`config.mk`:
```
export PLATFORM = sky130hd
export DESIGN_NAME = instr_cache_ctrl
export DESIGN_NICKNAME = d
export VERILOG_FILES = /design/src/rtl/instr_cache_ctrl.sv
export SDC_FILE = /design/constraint.sdc
export NUM_CORES = 2
export LEC_CHECK = 0
export ABC_AREA = 1
export ABC_CLOCK_PERIOD_IN_PS = 4900
export CAP_MARGIN = 20
export CORE_ASPECT_RATIO = 1.5
export CORE_MARGIN = 1
export CORE_UTILIZATION = 50
export CTS_BUF_LIST = sky130_fd_sc_hd__clkbuf_4
export CTS_CLUSTER_DIAMETER = 150
export DETAILED_ROUTE_END_ITERATION = 10
export PLACE_DENSITY = 0.66
export SLEW_MARGIN = 20
export SYNTH_ARGS = -nofsm -noshare
export SYNTH_HDL_FRONTEND = slang
export SYNTH_SLANG_ARGS = --single-unit
```
`constraint.sdc`:
```
create_clock -name i_clk -period 4.9 [get_ports i_clk]
set_input_delay 1.47 -clock i_clk [delete_from_list [all_inputs] [get_ports i_clk]]
set_output_delay 1.47 -clock i_clk [all_outputs]
set_load 0.01 [all_outputs]
```
`src/rtl/instr_cache_ctrl.sv`:
```
`default_nettype none
// ============================================================================
//  Module   : instr_cache_ctrl
//  Purpose  : Direct-mapped read-only instruction cache with burst line refill.
//  Revision : 1.0
// ============================================================================
module instr_cache_ctrl #(
   parameter int XLEN       = 32,
   parameter int LINE_WORDS = 4,
   parameter int NUM_LINES  = 16
) (
   input  logic            i_clk,
   input  logic            i_reset,
   input  logic            i_req,
   input  logic [XLEN-1:0] i_address,
   input  logic            i_flush,
   output logic [XLEN-1:0] o_data,
   output logic            o_done,
   output logic            o_mem_req,
   output logic [XLEN-1:0] o_mem_addr,
   input  logic            i_mem_valid,
   input  logic [XLEN-1:0] i_mem_data
);
   localparam int OFF   = $clog2(LINE_WORDS);
   localparam int IDX   = $clog2(NUM_LINES);
   localparam int TAG_W = XLEN - OFF - IDX - 2;
   localparam logic [OFF-1:0] LAST_BEAT = OFF'(LINE_WORDS - 1);

   typedef enum logic [1:0] {
      IDLE    = 2'd0,
      LOOKUP  = 2'd1,
      REFILL  = 2'd2,
      RESPOND = 2'd3
   } state_t;

   state_t state, state_next;

   logic [XLEN-1:2]      req_addr;
   logic [OFF-1:0]       beat;
   logic [NUM_LINES-1:0] valid;
   logic                 refill_flushed;
   logic [TAG_W-1:0]     tag_mem  [NUM_LINES];
   logic [XLEN-1:0]      data_mem [NUM_LINES][LINE_WORDS];

   logic [OFF-1:0]   req_word;
   logic [IDX-1:0]   req_index;
   logic [TAG_W-1:0] req_tag;
   logic             accept, hit, miss, beat_wr, last_wr;

   // Byte-offset bits never matter for word fetches.
   logic unused_addr_lsbs;
   assign unused_addr_lsbs = ^i_address[1:0];

   assign req_word  = req_addr[OFF+1:2];
   assign req_index = req_addr[OFF+IDX+1:OFF+2];
   assign req_tag   = req_addr[XLEN-1:OFF+IDX+2];

   always_ff @(posedge i_clk) begin
      if (i_reset) state <= IDLE;
      else         state <= state_next;
   end

   always_comb begin
      state_next = state;
      accept     = 1'b0;
      hit        = 1'b0;
      miss       = 1'b0;
      beat_wr    = 1'b0;
      last_wr    = 1'b0;
      case (state)
         IDLE: begin
            // The response cycle itself is never a request-accept cycle.
            if (i_req && !o_done) begin
               accept     = 1'b1;
               state_next = LOOKUP;
            end
         end
         LOOKUP: begin
            if (valid[req_index] && (tag_mem[req_index] == req_tag) && !i_flush) begin
               hit        = 1'b1;
               state_next = IDLE;
            end else begin
               miss       = 1'b1;
               state_next = REFILL;
            end
         end
         REFILL: begin
            if (i_mem_valid) begin
               beat_wr = 1'b1;
               if (beat == LAST_BEAT) begin
                  last_wr    = 1'b1;
                  state_next = RESPOND;
               end
            end
         end
         RESPOND: state_next = IDLE;
         default: state_next = IDLE;
      endcase
   end

   always_ff @(posedge i_clk) begin
      if (i_reset) begin
         valid          <= '0;
         o_done         <= 1'b0;
         o_data         <= '0;
         o_mem_req      <= 1'b0;
         o_mem_addr     <= '0;
         beat           <= '0;
         refill_flushed <= 1'b0;
         req_addr       <= '0;
      end else begin
         o_done <= 1'b0;
         if (accept) req_addr <= i_address[XLEN-1:2];
         if (hit) begin
            o_data <= data_mem[req_index][req_word];
            o_done <= 1'b1;
         end
         if (miss) begin
            o_mem_req      <= 1'b1;
            o_mem_addr     <= {req_addr[XLEN-1:OFF+2], {(OFF+2){1'b0}}};
            beat           <= '0;
            refill_flushed <= 1'b0;
         end
         if (beat_wr) beat <= beat + 1'b1;
         if (last_wr) o_mem_req <= 1'b0;
         if (state == RESPOND) begin
            o_data <= data_mem[req_index][req_word];
            o_done <= 1'b1;
         end
         // A flush anywhere in a refill keeps that line from becoming valid.
         if (i_flush) begin
            valid <= '0;
            if (state == REFILL) refill_flushed <= 1'b1;
         end else if (last_wr && !refill_flushed) begin
            valid[req_index] <= 1'b1;
         end
      end
   end

   always_ff @(posedge i_clk) begin
      if (beat_wr && !i_reset) data_mem[req_index][beat] <= i_mem_data;
      if (last_wr && !i_reset) tag_mem[req_index] <= req_tag;
   end

endmodule
`default_nettype wire
```
# Word-level counts from Yosys, hierarchy flattened
# Memory sizes are Yosys's and may differ from the RTL's. A register that Yosys moved wholly into a read port is not among the register bits.
# Index checks and enable logic that the tools add are counted.
[totals]
regBits = 113
ram_bits = 2432
input_bits = 69
output_inout_bits = 66
wordCells = 88
memories = 2
[memory_table]
columns = ["memory", "depth", "word_bits", "read_ports", "rd_clocked_by_memory_dff", "write_ports", "line_no", "rtl"]
rows = [
  ["data_mem", 16, 128, 1, 1, 1, "43", "logic [XLEN-1:0] data_mem [NUM_LINES][LINE_WORDS];"],
  ["tag_mem", 16, 24, 1, 1, 1, "42", "logic [TAG_W-1:0] tag_mem [NUM_LINES];"],
]
[classes]
add_sub_neg = 1
n_lt_le_gt_ge = 5
eq_ne = 8
muxes = 42
n_bitwise = 3
reduce_logical = 18
[ops]
columns = ["operator", "n"]
rows = [
  ["$mux 32", 5],
  ["$mux 128", 1],
  ["$bmux 32 s2", 1],
  ["$demux 32 s2", 1],
  ["$eq 24x24->1", 1],
  ["$mux 1", 21],
  ["$mux 4", 4],
  ["$or 16x16->16", 1],
  ["$mux 2", 6],
  ["$logic_and 1x1->1", 8],
  ["$pmux 2 s4", 1],
  ["$eq 2x2->1 const B", 3],
  ["$ge 3x3->1 const B", 2],
  ["$ne 2x2->1 const B", 3],
  ["$not 2->3", 2],
  ["$lt 4x5->1 const B", 1],
  ["$bmux 1 s4", 1],
  ["$demux 1 s4", 1],
  ["$ge 4x1->1 const B", 1],
  ["$logic_not 1->1", 4],
  ["$reduce_bool 2->1", 2],
  ["$reduce_or 2->1", 2],
  ["$lt 3x1->1 const B", 1],
  ["$reduce_and 3->1", 1],
  ["3 further kinds", 3],
]

# Longest topological paths before layout
[logic_depth]
ltp_word = 9
ltp_mapped = 21

# Worst setup path before layout
# Ideal clock, no wire load.
[synth_path]
kind = "input to register"
start = "input port i_mem_valid"
end = "memory data_mem[0][32] (netlist bit) (enable)"
setup_ns = 0.421
t_arrival_ns = 3.621
required_time_ns = 4.479
path_slack_ns = 0.858
path_stages = 7
n_path_buf = 1
path_cell_list = "inv_1 > nor2_1 > inv_1 > nor2_1 > nand2_1 > clkbuf_1 > nor2_1"
[synth_between]
elab_chain_cells = 5
[synth_rtl]
columns = ["element", "line_no", "rtl"]
rows = [
  ["start: declaration", "21", "input logic i_mem_valid,"],
  ["$mux 1", "88", "if (i_mem_valid) begin"],
  ["$mux 1", "70", "case (state)"],
  ["$logic_and 1x1->1", "141", "if (beat_wr && !i_reset) data_mem[req_index][beat] <= i_mem_data;"],
  ["$mux 1", "141", ""],
  ["$mux 128 (not written as such)", "141", ""],
  ["end: declaration", "43", ""],
]
# No other way between the ends.

==> results_dict.tcl <==
set metrics [dict create \
    synth_cells 8007 \
    start_kind "flip-flop" \
    htreeDepth 6 \
    syn_area_um2 101000 \
    postLayoutSetupSlackWorst_ps 1040 \
    setup_viol 0 \
    critPathMaxFanout 210 \
    cts_sinks 2549 \
    place.port_buffers 128 \
    pre_cts_slack_ps 433 \
    critPathKind "reg2reg" \
    switching_share 0.259 \
    dp_hpwl_mm 144 \
    clock.fmax_mhz 259 \
    synth.largest_area_cell "edfxtp_1" \
    worstHoldStart "o_mem_req" \
    power_switching_uw 11800 \
    p_comb_frac 0.105 \
    area_growth_pct 12.1 \
    synth_area_per_cell_um2 12.6 \
    drc_errors 0 \
    synth_area_leaders "edfxtp_1 (73%), o21ai_0 (6.1%), nor2_1 (5.2%)" \
    yosysTopAreaCellShare 0.725 \
    cts_buffers 591 \
    synth_cell_types 32 \
    post_cts_buffers 0 \
    wl_per_cell_um 24.4 \
    root_buffer "clkbuf_4" \
    pwr-share-clk 0.367 \
    end_kind "flip-flop" \
    ctsLongestPathBuffers 4 \
    cts_resized 0 \
    ir_drop_mv 0.225 \
    power_density_nw_per_um2 405 \
    ff2ff_setup_slack_ps 1040 \
    cp_data_required_time_ps 6080 \
    final.setup.tns_ps 0 \
    drtPass1Iterations 6 \
    slew_headroom 0.201 \
    nets 8374 \
    seq_area_frac_synth 0.748 \
    initial_core_util 0.504 \
    routed_via_density 5.98 \
    antenna_found_initial 17 \
    synth-seq-cells 2549 \
    dr.first_iter.drc_count 7337 \
    die-area_um2 203000 \
    wirelength_mm 278 \
    final_cell_mix "edfxtp_1 (2432), nor2_1 (1310), o21ai_0 (1226)" \
    finalCriticalPeriod_ps 3860 \
    dpl_cell_area_um2 105000 \
    layout_commonest_cell "edfxtp_1" \
    layout-drive-gt1-share 0.140 \
    coreArea_um2 200000 \
    final_cells 11395 \
    status "complete, no violations" \
    min_to "o_mem_req" \
    sequentialPowerShare 0.528 \
    clk_latency_ps 1300 \
    globalplace.congestion 0.836 \
    vias 68190 \
    io_pins 135 \
    path_clk_slew_ps 70 \
    grt.overflow.total 0 \
    worstMarginPinSlew_ps 1200 \
    postRouteAntennaNets 0 \
    ff2ff_path_depth 17 \
    fin_skew_ps 139 \
    grt_max_degree 223 \
    r2r_end "o_done" \
    rsz0062_at_grt "false" \
    rows 201 \
    fin_crit_sh 0.788 \
    grtUsageTotal 0.269 \
    fin_util 0.565 \
    grt_pass1_vias 66572 \
    die_y_um 552 \
    hold_path_depth 2 \
    p_int_uw 33800 \
    cts_tree "done" \
    cts_hold_buf 0 \
    grt_pass1_wl_mm 409 \
    synth_warnings 0 \
    worstHoldPathType "reg2reg" \
    drv_cap 0 \
    p_leak_uw 0.0377 \
    final_cell_area_um2 113000 \
    drv_slew 0 \
    arrival_ps 5040 \
    placed_cells 10346 \
    die_w_um 368 \
    hold_violations 0 \
]
power groups by stage:
stage	sequential, µW	combinational, µW	clock (µW)
floorplan	24500	2870	0
CTS	24100	4700	17100
global route	24100	5160	18100
global placement	24600	4590	0
detailed placement	24600	4680	0
finish	24100	4780	16800
worst max-delay path: stages (launching register included):
cell	delay [ps]
dfxtp_4	420
inv_16	520
buf_4	390
nand2_1	80
nand3_1	70
nand2_1	60
nand2_1	60
nand3_1	100
nand3_1	180
nand2_1	70
nor2_1	100
nand2_1	60
nor2_1	110
nand2_1	90
o21bai_4	370
nand2_2	490
buf_4	360
nor2_1	90
layout make-up:
type / count / area [µm²]
flip-flops and latches: 2549 / 75400
well taps: 2639 / 3300
fillers: 16120 / 87100
clock inverters: 169 / 981
inverters: 185 / 743
diodes: 14 / 35.0
clock buffers: 865 / 6490
multi-input cells: 4696 / 22800
repair buffers: 278 / 3150
stage by stage:
| stage | total power (µW) | hold slack (ps) |
|---|---|---|
| 6_report | 45700 | 449 |
| 5_1_grt | 47400 | 467 |
| 4_1_cts | 45900 | 447 |
| 3_5_place_dp | 29300 | 437 |
| 3_3_place_gp | 29200 | 439 |
| 2_1_floorplan | 27400 | 430 |
routing by layer:
metal	GRT usage	routed length (µm)	vias up	part of all wire
met5	0	0	-	0
met4	0.119	11100	0	0.040
met3	0.0443	22900	689	0.082
met2	0.471	142000	3414	0.51
met1	0.326	103000	33721	0.37
li1	-	-	30366	-
cells by family (layout without fill, tap and decap cells):
logic type | count (synthesis) | in the layout | synth area share
flip-flops | 2549 | 2549 | 0.748
adder cells (fa/ha/maj) | 4 | 4 | 0.000497
AO/OA/AOI/OAI | 2047 | 2047 | 0.114
AND/OR/NAND/NOR | 2641 | 2641 | 0.106
buffers and inverters | 765 | 1497 | 0.0319
other | 1 | 18 | 0.0000372
registers in the layout, indices dropped and copies added (netlist names), named ones only:
register        flops
tag_mem           384
beat                2
o_mem_addr         28
state               1
o_mem_req           1
valid              16
req_addr           30
o_done              1
data_mem         2048
o_data             32
refill_flushed      1
cell usage after synthesis, drive strengths merged:
cell type	instances
nand2	737
o221ai	92
nor2	1391
inv	184
o211ai	75
or2	36
o22ai	512
clkinv	1
nand3	443
ha	4
o21ai	1284
a31oi	1
conb	1
nand4	31
nor4	1
edfxtp	2432
a21oi	81
and2	2
o21bai	2
buf	198
clkbuf	382
dfxtp	117
how the worst max path moves through the flow:
| stage | from | to | slack, ps | cells past startpoint |
|---|---|---|---|---|
| 6_report | flip-flop | o_done | 1040 | 17 |
| 5_1_grt | flip-flop | o_done | 710 | 17 |
| 4_1_cts | o_data[25] | o_data[25] | 1050 | 1 |
| 3_5_place_dp | i_mem_valid | tag_mem[1][20] | 430 | 9 |
| 3_3_place_gp | i_mem_valid | tag_mem[1][20] | 400 | 9 |
| 2_1_floorplan | i_mem_valid | data_mem[0][32] | 860 | 7 |
Note: power is estimated with default switching activity, not from simulation.
